===== config.mk =====
export PLATFORM = sky130hd
export DESIGN_NAME = weight_load_ctrl_flat
export DESIGN_NICKNAME = d
export VERILOG_FILES = /design/src/rtl/weight_load_ctrl_pkg.sv /design/src/rtl/weight_load_ctrl_if.sv /design/src/rtl/weight_load_ctrl_skew.sv /design/src/rtl/weight_load_ctrl.sv /design/src/flat_wrapper.sv
export SDC_FILE = /design/constraint.sdc
export NUM_CORES = 1
export LEC_CHECK = 0
export ABC_CLOCK_PERIOD_IN_PS = 1550
export CAP_MARGIN = 20
export CORE_MARGIN = 2
export CORE_UTILIZATION = 41
export DETAILED_ROUTE_END_ITERATION = 6
export GPL_ROUTABILITY_DRIVEN = 1
export GPL_TIMING_DRIVEN = 0
export PLACE_DENSITY = 0.86
export SLEW_MARGIN = 5
export SYNTH_ARGS = -nofsm -noshare
export SYNTH_HDL_FRONTEND = slang
export SYNTH_HIERARCHICAL = 1
export SYNTH_SLANG_ARGS = --single-unit

===== constraint.sdc =====
create_clock -name clk -period 1.55 [get_ports clk]
set_input_delay 0.31 -clock clk [delete_from_list [all_inputs] [get_ports clk]]
set_output_delay 0.31 -clock clk [all_outputs]
set_load 0.01 [all_outputs]

===== src/rtl/weight_load_ctrl_pkg.sv =====
// Shared definitions for the layer sequencer and the weight-load controller:
// sequencer mode codes and the weight-load FSM state encoding.
package weight_load_ctrl_pkg;

  localparam int MODE_W = 3;

  typedef enum logic [MODE_W-1:0] {
    MODE_IDLE  = 3'd0,
    MODE_LOAD  = 3'd1,
    MODE_LAYER = 3'd2
  } mode_e;

  typedef enum logic [1:0] {
    ST_IDLE  = 2'd0,
    ST_READ  = 2'd1,
    ST_DRAIN = 2'd2,
    ST_DONE  = 2'd3
  } wl_state_e;

endpackage


===== src/rtl/weight_load_ctrl_if.sv =====
// Weight-memory read port: strobe + address out, data back one cycle later.
interface weight_load_ctrl_if #(
  parameter int ADDR_W = 8,
  parameter int COLS   = 4,
  parameter int DATA_W = 8
);
  logic                   mem_rd_en;
  logic [ADDR_W-1:0]      mem_addr;
  logic [COLS*DATA_W-1:0] mem_rd_data;

  modport master (output mem_rd_en, output mem_addr, input  mem_rd_data);
  modport slave  (input  mem_rd_en, input  mem_addr, output mem_rd_data);
endinterface


===== src/rtl/weight_load_ctrl_skew.sv =====
// weight_skew: lane c of the incoming word is delayed by c cycles; lanes whose
// valid is low are driven to zero.
module weight_skew #(
  parameter int COLS   = 4,
  parameter int DATA_W = 8
) (
  input  logic                   clk,
  input  logic                   rst_n,
  input  logic [COLS*DATA_W-1:0] in_data,
  input  logic                   in_vld,
  output logic [COLS*DATA_W-1:0] out_data,
  output logic [COLS-1:0]        out_vld
);

  assign out_vld[0]           = in_vld;
  assign out_data[0 +: DATA_W] = in_vld ? in_data[0 +: DATA_W] : '0;

  for (genvar c = 1; c < COLS; c++) begin : g_lane
    logic [DATA_W-1:0] dat_q [c];
    logic [DATA_W-1:0] dat_d [c];
    logic [c-1:0]      vld_q;
    logic [c-1:0]      vld_d;

    always_comb begin
      dat_d[0] = in_data[c*DATA_W +: DATA_W];
      vld_d    = '0;
      vld_d[0] = in_vld;
      for (int k = 1; k < c; k++) begin
        dat_d[k] = dat_q[k-1];
        vld_d[k] = vld_q[k-1];
      end
    end

    always_ff @(posedge clk or negedge rst_n) begin
      if (!rst_n) begin
        for (int k = 0; k < c; k++) dat_q[k] <= '0;
        vld_q <= '0;
      end else begin
        dat_q <= dat_d;
        vld_q <= vld_d;
      end
    end

    assign out_vld[c]                 = vld_q[c-1];
    assign out_data[c*DATA_W +: DATA_W] = vld_q[c-1] ? dat_q[c-1] : '0;
  end

endmodule


===== src/rtl/weight_load_ctrl.sv =====
// Weight-load controller: reads ROWS words (last row first) and feeds them
// skewed to the array. Optional macro WEIGHT_LOAD_MODE_CHECK_EN gates starts on mode==LOAD.
module weight_load_ctrl
  import weight_load_ctrl_pkg::*;
#(
  parameter int ROWS   = 4,
  parameter int COLS   = 4,
  parameter int DATA_W = 8,
  parameter int ADDR_W = 8
) (
  input  logic                   clk,
  input  logic                   rst_n,
  input  logic                   start_weights,
  input  logic [MODE_W-1:0]      mode,
  input  logic [ADDR_W-1:0]      base_addr,
  weight_load_ctrl_if.master     mem,
  output logic [COLS*DATA_W-1:0] w_out,
  output logic [COLS-1:0]        w_valid,
  output logic                   busy,
  output logic                   done,
  output logic                   start_overrun
);

  localparam int CNT_W = $clog2(ROWS + 1);

  wl_state_e         state_q, state_d;
  logic [ADDR_W-1:0] addr_q, addr_d;
  logic [CNT_W-1:0]  row_cnt_q, row_cnt_d;
  logic [CNT_W-1:0]  vcnt_q, vcnt_d;
  logic              rd_vld_q, rd_vld_d;
  logic              ovr_q, ovr_d;
  logic              mode_ok;
  logic              vld_last;

`ifdef WEIGHT_LOAD_MODE_CHECK_EN
  assign mode_ok = (mode == MODE_LOAD);
`else
  logic unused_mode;
  assign unused_mode = ^mode;
  assign mode_ok     = 1'b1;
`endif

  assign vld_last = w_valid[COLS-1];

  always_comb begin
    state_d   = state_q;
    addr_d    = addr_q;
    row_cnt_d = row_cnt_q;
    vcnt_d    = vcnt_q;
    rd_vld_d  = (state_q == ST_READ);
    // Any start outside IDLE (including the DONE cycle) or a rejected mode is an overrun.
    ovr_d     = start_weights && ((state_q != ST_IDLE) || !mode_ok);
    if (vld_last) vcnt_d = vcnt_q + CNT_W'(1);

    case (state_q)
      ST_IDLE: begin
        if (start_weights && mode_ok) begin
          state_d   = ST_READ;
          addr_d    = base_addr + ADDR_W'(ROWS - 1);
          row_cnt_d = '0;
          vcnt_d    = '0;
        end
      end
      ST_READ: begin
        addr_d    = addr_q - ADDR_W'(1);
        row_cnt_d = row_cnt_q + CNT_W'(1);
        if (row_cnt_q == CNT_W'(ROWS - 1)) state_d = ST_DRAIN;
      end
      ST_DRAIN: begin
        if (vld_last && (vcnt_q == CNT_W'(ROWS - 1))) state_d = ST_DONE;
      end
      ST_DONE:  state_d = ST_IDLE;
      default:  state_d = ST_IDLE;
    endcase
  end

  always_ff @(posedge clk or negedge rst_n) begin
    if (!rst_n) begin
      state_q   <= ST_IDLE;
      addr_q    <= '0;
      row_cnt_q <= '0;
      vcnt_q    <= '0;
      rd_vld_q  <= 1'b0;
      ovr_q     <= 1'b0;
    end else begin
      state_q   <= state_d;
      addr_q    <= addr_d;
      row_cnt_q <= row_cnt_d;
      vcnt_q    <= vcnt_d;
      rd_vld_q  <= rd_vld_d;
      ovr_q     <= ovr_d;
    end
  end

  assign mem.mem_rd_en  = (state_q == ST_READ);
  assign mem.mem_addr   = (state_q == ST_READ) ? addr_q : '0;
  assign busy           = (state_q != ST_IDLE);
  assign done           = (state_q == ST_DONE);
  assign start_overrun  = ovr_q;

  weight_skew #(
    .COLS   (COLS),
    .DATA_W (DATA_W)
  ) u_skew (
    .clk      (clk),
    .rst_n    (rst_n),
    .in_data  (mem.mem_rd_data),
    .in_vld   (rd_vld_q),
    .out_data (w_out),
    .out_vld  (w_valid)
  );

endmodule


===== src/flat_wrapper.sv =====
// flat-port wrapper written by rule: the top's interface ports become plain ports
module weight_load_ctrl_flat import weight_load_ctrl_pkg::*;
#(
  parameter int ROWS   = 4,
  parameter int COLS   = 4,
  parameter int DATA_W = 8,
  parameter int ADDR_W = 8
)
  (clk, rst_n, start_weights, mode, base_addr, w_out, w_valid, busy, done, start_overrun, mem_mem_rd_en, mem_mem_addr, mem_mem_rd_data);
  weight_load_ctrl_if #(.ADDR_W(ADDR_W), .COLS(COLS), .DATA_W(DATA_W)) mem_i ();
  input  logic clk;
  input  logic rst_n;
  input  logic start_weights;
  input  logic [MODE_W-1:0] mode;
  input  logic [ADDR_W-1:0] base_addr;
  output logic [COLS*DATA_W-1:0] w_out;
  output logic [COLS-1:0] w_valid;
  output logic busy;
  output logic done;
  output logic start_overrun;
  output wire logic [$bits(mem_i.mem_rd_en)-1:0] mem_mem_rd_en;
  output wire logic [$bits(mem_i.mem_addr)-1:0] mem_mem_addr;
  input wire logic [$bits(mem_i.mem_rd_data)-1:0] mem_mem_rd_data;
  assign mem_mem_rd_en = mem_i.mem_rd_en;
  assign mem_mem_addr = mem_i.mem_addr;
  assign mem_i.mem_rd_data = mem_mem_rd_data;
  weight_load_ctrl #(.ROWS(ROWS), .COLS(COLS), .DATA_W(DATA_W), .ADDR_W(ADDR_W)) u_core (.clk(clk), .rst_n(rst_n), .start_weights(start_weights), .mode(mode), .base_addr(base_addr), .mem(mem_i), .w_out(w_out), .w_valid(w_valid), .busy(busy), .done(done), .start_overrun(start_overrun));
endmodule

==> results.md, run 1 <==
* First-pass GRT wire length at 11.43 mm
* Initial DRC Count at approximately 130
* Pre-CTS setup slack at -0.6074 ns
* Switch share at between 30% and 40%
* WL final at 7.691 mm
* # port buffers at 90
* Clock Latency Late Sink at around 0.33 ns
* Peak supply drop at about 0.67 mV
* Switching power at about 3.0 mW
* Clock network fraction of total power at 15.8%
* # IOs at 94
* CP Max Fanout at 4
* Die Wd at 87.18 um
* Vias per Instance at roughly 5.4
* H-tree levels at 3
* Seq pwr share at between 30% and 40%
* Maxcap violations at 0
* Max Slew Vio Count at 0
* Diodes inserted at 0
* Leakage at between 2 and 2.5 nW
* Area Growth Syn to Fin at 58.09%
* Gate power share at 53.2%
* GRT Total Usage at about 20%
* Failing checks: setup timing
* Via count at around 2.5k
* Vias in the first global route at 2338
* Slack of the critical path at -0.2739 ns
* Clock Root Buffer: clkbuf_8
* Site row count at 30
* DRC at 0
* WP data arrival at 1.51 ns
* Sum Neg Setup Slack at -2.441 ns
* Post-detail-place hpwl at 4.429 mm
* Final Setup Violations at 16
* Syn_nets at 300
* Final core occ at about 66%
* Initial core utilization at a little over two fifths
* Post-layout net count at between 400 and 500
* Outcome: finished with violations
* Synth Cell Area at ~0.0028 sq mm
* CTS tree: yes
* P_int at between 5 and 6 mW
* Ys flop type: dfrtp_1
* Startpoint Class: flop
* Fin Clk Skew at ~0.0066 ns
* Max Fclk at ~550 MHz
* Async SR Flop Fraction at 100.0%
* Wire per inst at roughly 17 um
* Synth Warn # at 6
* Die area at 0.007599 sq mm
* Post-synth EDFFs at 0
* Antenna Violating Nets Remaining at 0
* Cts hold-fix bufs at 0
* Total CTS buffers at 9
* Final period utilization at 117.7%
* 1st-pass router iterations at 4
* Gr ovfl total at 0
* PwrDens at about 1800 mW/mm^2
* Unrepaired setup endpoints after global routing: true
* Total power at roughly 8.1 mW
* Worst EP required at between 1 and 1.5 ns
* Core box area at just under 0.007 sq mm
* Avg Inst Size Synth at approximately 12 sq um
* Worst Tran Pin Value at approximately 0.84 ns
* Tmin final at 1.824 ns
* #FFs+latches synth at between 60 and 70
* CP endpoint kind: primary output
* Synth unique cells at 44
* GP Congestion at between 0.8 and 0.9
* Sequential area share after synthesis at around three fifths
* Die Ht at slightly below 90 um
* Setup CP Type: flop to primary output
* CTS Buffer Depth at 2
* FILL cells at ~500
* Clock transition at path regs at approximately 0.070 ns
* Syn Inst Count at roughly 240
* Slew Limit Headroom at a little over two fifths
* Final Hold Vio Count at 0
* Min-Delay Path Class: primary input to asynchronous set/reset pin
* CTS Sinks at approximately 70
* Share of cells above drive strength 1 at between 30% and 40%
* Largest net degree at the start of global routing at 70
* Initial antenna violation count at 0
kinds of logic (layout without fill, tap and decap cells):
logic type               after synthesis  count (layout)  synth area share (%)
flip-flops                            69              69                 60.87
adder cells (fa/ha/maj)               10              10                 4.411
buffers and inverters                 23             159                 3.661
AO/OA/AOI/OAI                         46              46                 10.50
multiplexers                           3               3                 1.103
AND/OR/NAND/NOR                       86              86                 17.29
XOR/XNOR                               7               7                 2.161
area by class of cell:
| class | count | area (sq um) | area share, % |
|---|---|---|---|
| inverters | 10 | 45.04 | 1.004 |
| repair buffers | 122 | 1079 | 24.05 |
| multi-input cells | 152 | 1231 | 27.46 |
| clock buffers | 11 | 141.4 | 3.153 |
| plain buffers | 11 | 118.9 | 2.651 |
| clock inverters | 5 | 36.28 | 0.8092 |
| well taps | 80 | 100.1 | 2.232 |
| flip-flops and latches | 69 | 1733 | 38.64 |
power groups by stage:
stage                     sequential (mW)  clock [mW]  combinational (mW)
after global routing                 2.54        1.41                4.61
after detailed placement             2.50           0                2.95
final                                2.49        1.28                4.29
after floorplan                      2.42           0                1.72
after CTS                            2.38        1.32                3.82
after global placement               2.47           0                2.86
state kept, by name, summed over array words and instances, names as in the netlist:
name,cells
u_core/addr_q,8
u_core/state_q,2
u_core/vcnt_q,3
u_core/row_cnt_q,3
u_core/u_skew/g_lane.dat_d,24
u_core/rd_vld_q,1
u_core/start_overrun,1
u_core/u_skew/g_lane.dat_q,24
u_core/u_skew/g_lane.vld_q,3
critical path, stage by stage, from the launching register on:
cell,delay (ns)
dfrtp_1,0.42
ha_4,0.19
buf_8,0.12
buf_8,0.12
buf_8,0.11
and2_4,0.12
buf_6,0.11
metrics by stage:
step / std cells / instance area [sq um] / hold slack, ns
after global routing: 460 / 4484 / 0.1297
after global placement: 414 / 3872 / 0.3318
final: 460 / 4484 / 0.07896
after CTS: 463 / 4305 / 0.1071
after detailed placement: 414 / 3870 / 0.3347
after floorplan: 244 / 2872 / 0.01441
path summary, 6_finish.rpt:
path                                                         endpoint                                  startpoint  cells after the start  slack [ns]
hold reg to reg            u_core/u_skew/g_lane[3].dat_q[4]$_DFF_PN0_  u_core/u_skew/g_lane[3].dat_d[4]$_DFF_PN0_                      0        0.35
setup / recovery                                      mem_mem_addr[2]               u_core/state_q[0]$_DFFE_PN0P_                      6       -0.27
setup reg to reg                         u_core/addr_q[5]$_DFFE_PN0P_               u_core/state_q[1]$_DFFE_PN0P_                      9       -0.16
min in group clk           u_core/u_skew/g_lane[3].dat_q[4]$_DFF_PN0_  u_core/u_skew/g_lane[3].dat_d[4]$_DFF_PN0_                      0        0.35
max in group asynchronous                u_core/addr_q[0]$_DFFE_PN0P_                                       rst_n                      1        0.87
hold / removal                           u_core/addr_q[4]$_DFFE_PN0P_                                       rst_n                      1        0.08
synthesized netlist by cell type (all sizes together) (3+ instances only):
library cell	count	area (sq um)
a211oi	5	37.54
a21oi	11	55.05
nand3	5	25.02
buf	6	40.03
clkbuf	7	26.28
nand2	6	22.52
xnor2	5	43.79
and2	38	237.7
inv	10	37.54
o21ai	10	50.05
nor4	3	18.77
nor2	16	60.06
dfrtp	69	1727
ha	10	125.1
nor3	5	25.02
o22ai	4	25.02
layer usage:
metal / up-vias / track usage (%) / part of all wire, %
li1: 1099 / - / -
met1: 1233 / 24.27 / 38
met2: 123 / 33.66 / 53
met3: 20 / 4.739 / 7.3
met4: 0 / 9.231 / 2.2
met5: - / 0 / 0
repair_timing:
item / in CTS / in global routing
endpoints found under the setup margin: 64 / 40
setup buffers: 32 / 2
gates resized for setup: 219 / 60
pin swaps: 9 / 12
gates cloned: 1 / 0
cell usage in the layout, fill, tap and decap left out, types with 4 or more instances in the layout:
cell,instances
dfrtp_1,64
ha_1,6
buf_2,22
nor2_1,11
inv_1,4
buf_4,28
clkdlybuf4s50_1,40
dfrtp_2,5
o21ai_0,7
xnor2_1,4
a21oi_1,11
clkdlybuf4s15_1,5
nor3_1,4
buf_8,5
buf_6,22
and2_4,9
clkbuf_8,11
nand3_1,5
and2_1,29
nand2_1,6
a211oi_2,4
Note: power is estimated with default switching activity, not from simulation.
==> inputs of run 2 (changes only) <==
Settings changed: SETUP_SLACK_MARGIN set to 0.1.
==> results.md, run 2 (synthesis results as in run 1) <==
* Site row count at 30
* Max Fclk at between 500 and 600 MHz
* Clock transition at path regs at roughly 0.080 ns
* Outcome: finished with violations
* Worst EP required at between 1 and 1.5 ns
* Clock Root Buffer: clkbuf_8
* Critical Path Slowest Stage Cell: dfrtp_1
* Min-Delay Path Class: primary input to asynchronous set/reset pin
* Antenna Violating Nets Remaining at 0
* Area Growth Syn to Fin at 65.46%
* Setup CP Type: flop to primary output
* Critical path depth in cells at 6
* Pre-CTS setup slack at -0.6002 ns
* WP data arrival at 1.52 ns
* Initial antenna violation count at 0
* First-pass GRT wire length at approximately 12 mm
* Tmin final at ~1.8 ns
* Peak supply drop at 0.7383 mV
* Slew Limit Headroom at between 40% and 50%
* WL final at approximately 7.8 mm
* Met2 GRT Util at between 30% and 40%
* Fin Clk Skew at a little under 0.009 ns
* Die Ht at about 87 um
* CTS tree: yes
* Highest-count cells in the layout ignoring fill and taps: dfrtp_1 (65), buf_6 (53), clkdlybuf4s50_1 (40)
* CP endpoint kind: primary output
* Unrepaired setup endpoints after global routing: true
* Failing checks: setup timing
* Register area at 0.001732 sq mm
* Maxcap violations at 0
* Final Hold Vio Count at 0
* Worst Tran Pin Value at approximately 0.84 ns
* Final period utilization at 118.1%
* M1 GR Usage at around a quarter
* Largest net degree at the start of global routing at 70
* Wire per inst at between 15 and 20 um
* # port buffers at 90
* # IOs at between 90 and 100
* Gr busiest metal: met2
* Clock Latency Late Sink at approximately 0.33 ns
* Footprint of the multi-input gates at between 0.001 and 0.0015 sq mm
* Die area at around 0.0076 sq mm
* Post-layout net count at 434
* Commonest non-fill, non-tap cell in the layout: dfrtp_1
* Max Slew Vio Count at 0
* CTS Buffer Depth at 2
* Total power at just under 9 mW
* Core box area at a little under 0.007 sq mm
* Slack of the critical path at -0.2799 ns
* Worst-case reg-to-reg path depth at 8
* Final core occ at 69.46%
* Leakage at between 2 and 2.5 nW
* Met3 GRT Util at 3.886%
* Total CTS buffers at 9
* Top cell by count, worst path: buf_8
* Die Wd at just under 90 um
* DRC at 0
* Diodes inserted at 0
* Gr ovfl total at 0
* Post-detail-place hpwl at approximately 4.4 mm
* 1st-pass router iterations at 6
* Via count at 2453
* Initial core utilization at roughly two fifths
* PwrDens at roughly 1900 mW/mm^2
* Initial DRC Count at 149
* Worst path bufs/invs at 4
* CP max stage delay at ~0.42 ns
* Share of cells above drive strength 1 at between 40 and 50%
* GP Congestion at about 0.85
* H-tree levels at 3
* Vias in the first global route at between 2k and 2.5k
* Startpoint Class: flop
* GRT Total Usage at approximately a fifth
* CP Max Fanout at 4
* CTS Sinks at between 60 and 70
* Vias per Instance at ~5.3
* CP Cell Sequence: ha_4 > buf_8 > buf_8 > buf_8 > and2_4 > buf_6
* FILL cells at between 400 and 500
* Delay-heaviest family, CP: buffers and inverters
* Final Setup Violations at 21
run 2: final cells by class:
| class | count | area share (%) |
|---|---|---|
| sequential | 69 | 36.90 |
| timing repair buffer | 123 | 25.83 |
| clock buffer | 10 | 2.719 |
| inverter | 10 | 0.8531 |
| buffer | 13 | 3.412 |
| tap | 80 | 2.133 |
| multi-input combinational | 152 | 26.61 |
| clock inverter | 6 | 1.546 |
run 2: final timing paths:
path                       slack [ns]                                         end                                         from
max in group asynchronous        0.87  u_core/u_skew/g_lane[3].vld_q[2]$_DFF_PN0_                                        rst_n
max reg2reg                     -0.17                u_core/addr_q[7]$_DFFE_PN0P_                u_core/state_q[0]$_DFFE_PN0P_
min                              0.08                u_core/addr_q[6]$_DFFE_PN0P_                                        rst_n
max                             -0.28                             mem_mem_addr[2]                u_core/state_q[0]$_DFFE_PN0P_
min reg2reg                      0.34  u_core/u_skew/g_lane[3].dat_d[5]$_DFF_PN0_  u_core/u_skew/g_lane[3].dat_d[13]$_DFF_PN0_
min in group clk                 0.34  u_core/u_skew/g_lane[3].dat_d[5]$_DFF_PN0_  u_core/u_skew/g_lane[3].dat_d[13]$_DFF_PN0_
run 2: worst register-to-register path: stages, from the launching register on:
cell	delay, ns
dfrtp_1	0.42
buf_4	0.17
inv_2	0.08
ha_4	0.16
buf_6	0.12
nand3b_1	0.16
nor4_2	0.36
a211oi_2	0.08
o211ai_1	0.10
run 2: metal layers:
layer / part of all wire, % / wire (um)
met3: 7.2 / 561
met1: 38 / 2933
met5: 0 / 0
met4: 1.8 / 143
met2: 53 / 4112
run 2: report_power, final:
part           switching (mW)  internal [mW]
combinational            2.16           2.72
clock                   0.696          0.758
sequential              0.257           2.14
run 2: stage by stage:
step	hold slack (ns)	cell area (sq um)	cells	setup TNS (ns)
after detailed placement	0.3347	3881	414	-11.16
after global routing	0.1496	4693	463	-4.129
after CTS	0.1072	4429	461	-2.347
final	0.08148	4693	463	-2.891
after global placement	0.3322	3884	414	-147.89
after floorplan	0.01441	2883	244	0
run 2: what timing repair did:
action / in CTS / in global routing
setup buffers: 30 / 4
hold buffers: 0 / 0
resized for setup: 274 / 67
gates cloned: 1 / 0
pin swaps: 18 / 6
setup endpoints to repair: 65 / 63
